<file path="config.mk">
export PLATFORM = sky130hd
export DESIGN_NAME = note_track_engine
export DESIGN_NICKNAME = d
export VERILOG_FILES = /design/src/rtl/note_track_engine.sv
export SDC_FILE = /design/constraint.sdc
export NUM_CORES = 1
export LEC_CHECK = 0
export ABC_AREA = 0
export CORE_MARGIN = 5
export CORE_UTILIZATION = 30
export CTS_BUF_LIST = sky130_fd_sc_hd__clkbuf_4
export CTS_CLUSTER_SIZE = 16
export DETAILED_ROUTE_END_ITERATION = 10
export PLACE_DENSITY = 0.52
export RECOVER_POWER = 100
export SLEW_MARGIN = 0
export SYNTH_ARGS = -nofsm -noshare
export SYNTH_HDL_FRONTEND = slang
export SYNTH_SLANG_ARGS = --single-unit
</file>
<file path="constraint.sdc">
create_clock -name clk -period 7.9 [get_ports clk]
set_input_delay 1.58 -clock clk [delete_from_list [all_inputs] [get_ports clk]]
set_output_delay 1.58 -clock clk [all_outputs]
set_load 0.1 [all_outputs]
</file>
<file path="src/rtl/note_track_engine.sv">
`default_nettype none
// ============================================================================
// Module   : note_track_engine
// Purpose  : Rhythm-game note engine. Plays a chart one row per spawn_tick,
//            allocates falling note squares into per-lane slot pools, moves
//            them down on every frame_tick and reports per-lane pixel hits
//            for the video mixer.
// Ports    : clk, reset (async, active high)
//            start       - begin playback (honoured in IDLE only)
//            frame_tick  - move all active notes by SPEED pixels
//            spawn_tick  - fetch the next chart row (honoured in SPAWN only)
//            chart_addr  - chart memory address; chart_data valid 1 cycle later
//            chart_data  - one bit per lane, 1 = spawn a note
//            x, y        - current pixel; lane_hit is registered from them
//            lane_hit    - per-lane "pixel inside an active note"
//            busy        - high in SPAWN, FETCH and DRAIN
//            overflow    - sticky: a note was dropped for lack of a free slot
//            miss_count  - notes that left the bottom of the screen
// Options  : NOTE_MISS_COUNT_EN - enables the saturating miss counter;
//            without it miss_count is tied to zero.
// Revision : 1.0 - initial release
// ============================================================================
module note_track_engine #(
  parameter int SLOTS       = 4,
  parameter int CHART_DEPTH = 64,
  parameter int NOTE_W      = 50,
  parameter int SPEED       = 2,
  parameter int LANE_X0     = 170,
  parameter int LANE_PITCH  = 100,
  localparam int CHART_AW   = $clog2(CHART_DEPTH)
) (
  input  logic                clk,
  input  logic                reset,
  input  logic                start,
  input  logic                frame_tick,
  input  logic                spawn_tick,
  output logic [CHART_AW-1:0] chart_addr,
  input  logic [3:0]          chart_data,
  input  logic [9:0]          x,
  input  logic [8:0]          y,
  output logic [3:0]          lane_hit,
  output logic                busy,
  output logic                overflow,
  output logic [7:0]          miss_count
);

  localparam int LANES = 4;
  localparam logic signed [10:0] SPAWN_POS = 11'(-NOTE_W);
  localparam logic signed [10:0] STEP      = 11'(SPEED);
  localparam logic signed [10:0] BOTTOM    = 11'sd480;
  localparam logic signed [11:0] NOTE_W_S  = 12'(NOTE_W);

  typedef enum logic [1:0] {
    IDLE  = 2'd0,
    SPAWN = 2'd1,
    FETCH = 2'd2,
    DRAIN = 2'd3
  } state_t;

  state_t state, state_next;

  logic [SLOTS-1:0]   active [LANES];
  logic signed [10:0] pos    [LANES][SLOTS];
  logic signed [10:0] moved  [LANES][SLOTS];
  logic [SLOTS-1:0]   alloc  [LANES];
  logic [SLOTS-1:0]   freed  [LANES];
  logic [LANES-1:0]   drop;
  logic [LANES-1:0]   hit_next;
  logic               any_active;
  logic               accept_start;
  logic               last_entry;

  assign accept_start = (state == IDLE) && start;
  assign last_entry   = (chart_addr == CHART_AW'(CHART_DEPTH - 1));
  assign busy         = (state != IDLE);

  // --------------------------------------------------------------------------
  // FSM
  // --------------------------------------------------------------------------
  always_ff @(posedge clk or posedge reset) begin
    if (reset) state <= IDLE;
    else       state <= state_next;
  end

  always_comb begin
    state_next = state;
    case (state)
      IDLE:    if (start) state_next = SPAWN;
      SPAWN:   if (spawn_tick) state_next = FETCH;
      FETCH:   state_next = last_entry ? DRAIN : SPAWN;
      DRAIN:   if (!any_active) state_next = IDLE;
      default: state_next = IDLE;
    endcase
  end

  // Address is held on the final row so it never points past the chart.
  always_ff @(posedge clk or posedge reset) begin
    if (reset)                                chart_addr <= '0;
    else if (accept_start)                    chart_addr <= '0;
    else if (state == FETCH && !last_entry)   chart_addr <= chart_addr + 1'b1;
  end

  always_ff @(posedge clk or posedge reset) begin
    if (reset)             overflow <= 1'b0;
    else if (accept_start) overflow <= 1'b0;
    else if (|drop)        overflow <= 1'b1;
  end

  // --------------------------------------------------------------------------
  // Slot bookkeeping
  // --------------------------------------------------------------------------
  always_comb begin
    any_active = 1'b0;
    for (int k = 0; k < LANES; k++) any_active = any_active | (|active[k]);
  end

  // Lowest-index free slot per requesting lane; a lane with no free slot drops.
  always_comb begin : p_alloc
    logic found;
    drop = '0;
    for (int k = 0; k < LANES; k++) begin
      alloc[k] = '0;
      found    = 1'b0;
      for (int s = 0; s < SLOTS; s++) begin
        if (!active[k][s] && !found) begin
          alloc[k][s] = (state == FETCH) && chart_data[k];
          found       = 1'b1;
        end
      end
      drop[k] = (state == FETCH) && chart_data[k] && !found;
    end
  end

  always_comb begin
    for (int k = 0; k < LANES; k++) begin
      for (int s = 0; s < SLOTS; s++) begin
        moved[k][s] = pos[k][s] + STEP;
        freed[k][s] = active[k][s] && frame_tick && (moved[k][s] >= BOTTOM);
      end
    end
  end

  // A slot is either moving (already active) or being allocated, never both,
  // so a freshly spawned note ignores a coincident frame_tick.
  always_ff @(posedge clk or posedge reset) begin
    if (reset) begin
      for (int k = 0; k < LANES; k++) begin
        active[k] <= '0;
        for (int s = 0; s < SLOTS; s++) pos[k][s] <= '0;
      end
    end else begin
      for (int k = 0; k < LANES; k++) begin
        for (int s = 0; s < SLOTS; s++) begin
          if (active[k][s]) begin
            if (frame_tick) begin
              pos[k][s] <= moved[k][s];
              if (freed[k][s]) active[k][s] <= 1'b0;
            end
          end else if (alloc[k][s]) begin
            active[k][s] <= 1'b1;
            pos[k][s]    <= SPAWN_POS;
          end
        end
      end
    end
  end

  // --------------------------------------------------------------------------
  // Pixel hit test; y is widened to signed so notes above the screen
  // (negative position) clip naturally.
  // --------------------------------------------------------------------------
  always_comb begin : p_hit
    logic [11:0]        x_ext;
    logic signed [11:0] y_s;
    logic [11:0]        lx;
    logic               in_x;
    logic signed [11:0] top;
    x_ext    = {2'b00, x};
    y_s      = signed'({3'b000, y});
    hit_next = '0;
    for (int k = 0; k < LANES; k++) begin
      lx   = 12'(LANE_X0 + k * LANE_PITCH);
      in_x = (x_ext >= lx) && (x_ext < lx + 12'(NOTE_W));
      for (int s = 0; s < SLOTS; s++) begin
        top = {pos[k][s][10], pos[k][s]};
        if (active[k][s] && in_x && (y_s >= top) && (y_s < top + NOTE_W_S))
          hit_next[k] = 1'b1;
      end
    end
  end

  always_ff @(posedge clk or posedge reset) begin
    if (reset) lane_hit <= '0;
    else       lane_hit <= hit_next;
  end

  // --------------------------------------------------------------------------
  // Miss counter
  // --------------------------------------------------------------------------
`ifdef NOTE_MISS_COUNT_EN
  logic [8:0] n_freed;
  logic [8:0] miss_sum;
  logic [7:0] miss_r;

  always_comb begin
    n_freed = '0;
    for (int k = 0; k < LANES; k++)
      for (int s = 0; s < SLOTS; s++)
        n_freed = n_freed + 9'(freed[k][s]);
    miss_sum = {1'b0, miss_r} + n_freed;
  end

  always_ff @(posedge clk or posedge reset) begin
    if (reset)                 miss_r <= '0;
    else if (accept_start)     miss_r <= '0;
    else if (miss_sum > 9'd255) miss_r <= 8'd255;
    else                       miss_r <= miss_sum[7:0];
  end

  assign miss_count = miss_r;
`else
  assign miss_count = 8'd0;
`endif

endmodule
`default_nettype wire

</file>
=== Yosys cells after proc, flatten, opt, wreduce, memory -nomap -nowiden ===
Index checks and enable logic that the tools add are counted.

* Register bits after elaboration: 205
* Output and inout port bits: 20

* $add $sub $neg: 33
* Order comparisons: 56
* Equal/unequal tests: 23
* Muxes and demuxes: 169
* Bitwise gates (word level): 3
* Reduce and logical (&&, ||, !) cells: 173

{| class="wikitable"
|+ Operators with widths
! kind !! count
|-
| 11-bit two-way mux || 48
|-
| 11-bit by 7-bit adder with 12-bit output, second input constant || 16
|-
| 10-bit by 12-bit less-than comparator with 1-bit output || 16
|-
| 11-bit by 3-bit adder with 11-bit output, second input constant || 16
|-
| 10-bit by 11-bit >= comparator with 1-bit output || 16
|-
| 11-bit by 10-bit >= comparator with 1-bit output, second input constant || 16
|-
| 1-bit two-way mux || 114
|-
| 1-bit logical AND || 106
|-
| 2-bit != test, second input constant || 19
|-
| 2-bit nonzero test || 19
|-
| 2-bit AND reduction || 16
|-
| 10-bit by 9-bit >= comparator with 1-bit output, second input constant || 3
|-
| 1-bit zero test || 25
|-
| 10-bit by 9-bit less-than comparator with 1-bit output, second input constant || 2
|-
| 4-bit OR reduction || 5
|-
| 6-bit two-way mux || 2
|-
| 10-bit by 8-bit >= comparator with 1-bit output, second input constant || 1
|-
| 10-bit less-than comparator, second input constant || 1
|-
| 10-bit by 8-bit less-than comparator with 1-bit output, second input constant || 1
|-
| 2-bit two-way mux || 4
|-
| 2-bit case mux with 4 select lines || 1
|-
| 6-bit by 1-bit adder with 6-bit output, second input constant || 1
|-
| 6-bit == test, second input constant || 1
|-
| 2-bit == test, second input constant || 2
|-
| other kinds (4) || 6
|}

=== Logic depth before layout (Yosys ltp) ===
* Depth in word-level cells: 14
* Mapped depth: 12
* Gate-level depth less buffers: 11

=== Worst setup path before layout ===
OpenSTA, ideal clock, no wires.

* Path type: input -> register
* From: input port y[1]
* To: register lane_hit[3]
* Setup time: 138 ps
* Arrival time: 2788 ps
* Setup slack: 4974 ps
* Stages: 7
* Cell sequence: ha_1 > o21a_1 > o21ai_0 > a21oi_1 > a2111oi_0 > a311o_1 > nand4_1

* Cells in the longest elaborated chain, start to end: 7
* Elaborated cells on any way between the ends: 20

{| class="wikitable"
|+ RTL lines
! element !! line !! text
|-
| from (decl) || 40 || <nowiki>input logic [8:0] y,</nowiki>
|-
| 10-bit by 11-bit >= comparator with 1-bit output || 186 || <nowiki>if (active[k][s] && in_x && (y_s >= top) && (y_s < top + NOTE_W_S))</nowiki>
|-
| 1-bit logical AND (2 in series) || 186 ||
|-
| 1-bit two-way mux (3 in series) || 186 ||
|-
| 1-bit two-way mux (*) || 186 ||
|-
| named net hit_next[3] || 68 || <nowiki>logic [LANES-1:0] hit_next;</nowiki>
|-
| to (signal assigned) || 194 || <nowiki>else lane_hit <= hit_next;</nowiki>
|-
| to (decl) || 41 || <nowiki>output logic [3:0] lane_hit,</nowiki>
|}

Mark *: on every way through the listed nets, which the timed path passes. The rest lies on a longest branch.
A chain may end at the register's enable or synchronous reset.

=== Worst setup path in the final report ===
* From: input port frame_tick
* To: register pos[115] in the netlist's numbering

* Cells in the longest elaborated chain, start to end: 2

{| class="wikitable"
|+ RTL lines
! element !! line !! text
|-
| from (decl) || 35 || <nowiki>input logic frame_tick,</nowiki>
|-
| 2-bit != test (no source line) || n/a ||
|-
| 2-bit AND reduction (no source line) || n/a ||
|-
| to (signal, indexed assignment) || 156 || <nowiki>pos[k][s] <= moved[k][s];</nowiki>
|-
| to (decl) || 63 || <nowiki>logic signed [10:0] pos [LANES][SLOTS];</nowiki>
|}

No other way between the ends.

==> metrics.md <==
| Metric | Value |
|---|---|
| Clock tree buffer depth | `2` |
| Highest Clock Rate | `0.2135 GHz` |
| CP Max Fanout | `28` |
| Number of sinks on the clock net | `189` |
| Starting density of the core | `30.34%` |
| Busiest metal layer after global routing | `met2` |
| Required time of the critical path | `8.57 ns` |
| Number of vias after detailed routing | `16290` |
| Crit start category | `primary input` |
| TritonCTS buffer count | `17` |
| Maximum clock skew at final layout | `0.03207 ns` |
| Worst slack on hold paths | `0.5445 ns` |
| First-pass GRT wire length | `82640 µm` |
| DRC marker count from the first detailed-route iteration | `1267` |
| Die Height | `257.3 µm` |
| DR vias/cell | `5.395` |
| CTS tree | `built` |
| Total internal power | `3.126 mW` |
| Share of total power in sequential cells | `30.3%` |
| Number of failing setup endpoints in the final timing report | `0` |
| Met1 track utilization from global routing | `21.02%` |
| Sum Neg Setup Slack | `0 ns` |
| Routability-driven placement congestion ratio | `0.8479` |
| Kind of cell adding the most delay to the critical path | `buffers and inverters` |
| Ratio of cells with drive above 1 in the final layout | `2.998%` |
| Worst-path clk slew | `0.17 ns` |
| Yosys reg bits | `189` |
| Worst VDD drop | `0.1416 mV` |
| Met2 GRT Util | `24.23%` |
| Unrepaired setup endpoints after global routing | `no` |
| Cell count after synthesis | `2263` |
| Cell Chain, Critical Path | `clkbuf_1, clkbuf_1, nand2_1, o21ai_0, o21ai_0, a22o_1` |
| Placeable Area | `0.06047 mm²` |
| Post-DP HPWL | `35630 µm` |
| Count of nets left with antenna violations after detail routing | `0` |
| WL/cell | `16.67 µm` |
| Mean cell area of the mapped netlist | `8.107 µm²` |
| Dpl ws | `3.694 ns` |
| Violations in the final reports | `capacitance limit, slew limit` |
| Dominant cell type by area after synthesis | `dfrtp_1` |
| Number of levels the H-tree was split into | `4` |
| Count of flip-flops with a built-in enable after synthesis | `0` |
| Quantity of hold-fixing buffers added after cts | `0` |
| Buffers on Ports | `38` |
| Share of synthesized registers carrying an async set or reset | `100.0%` |
| Result of the run | `finished, violations left` |
| Number of buffers added for setup after CTS | `0` |
| Switching power | `3.229 mW` |
| Num rows | `90` |
| Clock root buffer | `clkbuf_4` |
| Commonest non-fill, non-tap cell in the layout | `ha_1` |
| Relative slew slack | `-66.87%` |
| Met3 layer usage reported by global route | `2.392%` |
| Antenna violations before repair | `2` |
| Critical-path cell with the highest stage delay | `clkbuf_1` |
| Max-cap violations | `2` |
| Arrival @ worst endpoint | `5.35 ns` |
| Die footprint | `0.06620 mm²` |
| Final Slew Violations | `62` |
| I/O Pins | `48` |
| Actual slew at the worst max-slew pin | `2.503 ns` |
| Total track usage | `15.09%` |
| Setup Crit Path Kind | `in -> reg` |
| Floorplan die width | `257.3 µm` |
| Number of detailed-route iterations in the first pass | `5` |
| Power share of the combinational group | `60.9%` |
| Cell area after technology mapping | `0.01835 mm²` |
| Library cells used by synthesis | `86` |
| Yosys Warn Count | `0` |
| Detailed-route wire length | `50360 µm` |
| CTS-repair resized insts | `0` |
| Hold violation count in the final report | `0` |
| Switching Fraction | `50.81%` |
| Worst path setup slack after routing | `3.216 ns` |
| Share of total power in the clock network | `8.9%` |
| Worst hold path type | `reg -> reg` |
| Static power due to leakage | `8.684 nW` |
| Fraction of synthesized cell area taken by the top area cell type | `25.78%` |
| Most area-consuming cells after synthesis | `dfrtp_1 26%, ha_1 19%, xnor2_1 6.1%, o21ai_0 4.9%, a21oi_1 4.4%` |
| Largest net degree at the start of global routing | `127` |
| Number of global-route vias before repair | `15760` |
| Number of DRC violations after detailed routing | `0` |
| Total Nets Final | `2523` |
| Worst Setup End Kind | `register` |
| Critical path buffer and inverter count | `2` |
| Period Utilization, post-route | `59.29%` |
| Global route total overflow | `0` |
| Maximum cell stage delay along the critical path | `1.18 ns` |
| Final Critical Period | `4.684 ns` |
| Area growth from synthesis to final layout | `6.138%` |
| Register area share after synthesis | `25.78%` |
| Most frequent cells in the layout | `273 x ha_1, 189 x dfrtp_1, 185 x nor2_1, 185 x o21ai_0, 170 x nand2_1` |
| Top flip-flop cell by instance count after synthesis | `dfrtp_1` |
| Clock Latency Late Sink | `0.77 ns` |
| Power density cells | `326.3 mW/mm²` |
[path summary, 6_finish.rpt]
path	startpoint	end	slack (ns)	cells past startpoint
max reg2reg	pos[78]	lane_hit[2]	4.87	10
min reg2reg	pos[161]	pos[161]	0.54	1
max	frame_tick	pos[115]	3.22	6
min	pos[161]	pos[161]	0.54	1
max in group asynchronous	reset	pos[29]	4.89	3
min in group asynchronous	reset	pos[162]	1.54	2
[layout make-up]
| class | instances | area [µm²] |
|---|---|---|
| diodes | 3 | 7.507 |
| clock buffers | 19 | 142.6 |
| clock inverters | 13 | 115.1 |
| fillers | 6285 | 41000 |
| inverters | 165 | 626.9 |
| multi-input cells | 1801 | 12470 |
| flip-flops and latches | 189 | 4730 |
| well taps | 782 | 978.4 |
| repair buffers | 48 | 404.1 |
[synthesized netlist by cell type (45+ instances only)]
library cell  instances
a21o_1               45
a21oi_1             161
and3_1               52
clkbuf_1             60
dfrtp_1             189
ha_1                273
inv_1               164
nand2_1             170
nand3_1              95
nor2_1              185
nor3_1               60
o21ai_0             178
xnor2_1             127
[stage by stage]
step / power (mW) / cell area (µm²) / std cells / utilization [%]
2_1_floorplan: 4.909 / 18370 / 2270 / -
3_3_place_gp: 5.673 / 19220 / 2985 / 31.79
3_5_place_dp: 5.792 / 19220 / 2985 / 31.79
4_1_cts: 6.402 / 19480 / 3017 / 32.21
5_1_grt: 7.060 / 19470 / 3020 / 32.20
6_report: 6.355 / 19470 / 3020 / 32.20
[power groups by stage]
stage	sequential, mW	clock (mW)	combinational, mW
global placement	1.92	0	3.75
floorplan	1.64	0	3.27
finish	1.92	0.565	3.87
detailed placement	1.93	0	3.86
CTS	1.91	0.598	3.89
global route	2.00	0.629	4.44
[sequential cells by signal (all words and copies together) (netlist names)]
name,count
pos,150
active,16
p_hit.top,10
chart_addr,6
lane_hit,4
state,2
overflow,1
[cell families (layout without fill, tap and decap cells)]
group | after synthesis | after routing | synth area share, %
muxes | 11 | 11 | 0.6002
buffers and inverters | 280 | 245 | 6.356
and+or+nand+nor | 711 | 711 | 19.14
AOI/OAI and AO/OA | 655 | 655 | 22.66
xor gates and xnor gates | 143 | 143 | 6.827
adders and majority gates | 273 | 273 | 18.62
other | 1 | 11 | 0.02044
DFF | 189 | 189 | 25.78
[routing by layer]
metal	wire length, µm	share of wire [%]	vias up
met2	22940	46	310
li1	-	-	8113
met4	873	1.7	0
met3	1832	3.6	46
met1	24710	49	7823
met5	0	0	-
No activity file was read; power rests on OpenSTA's default activity.
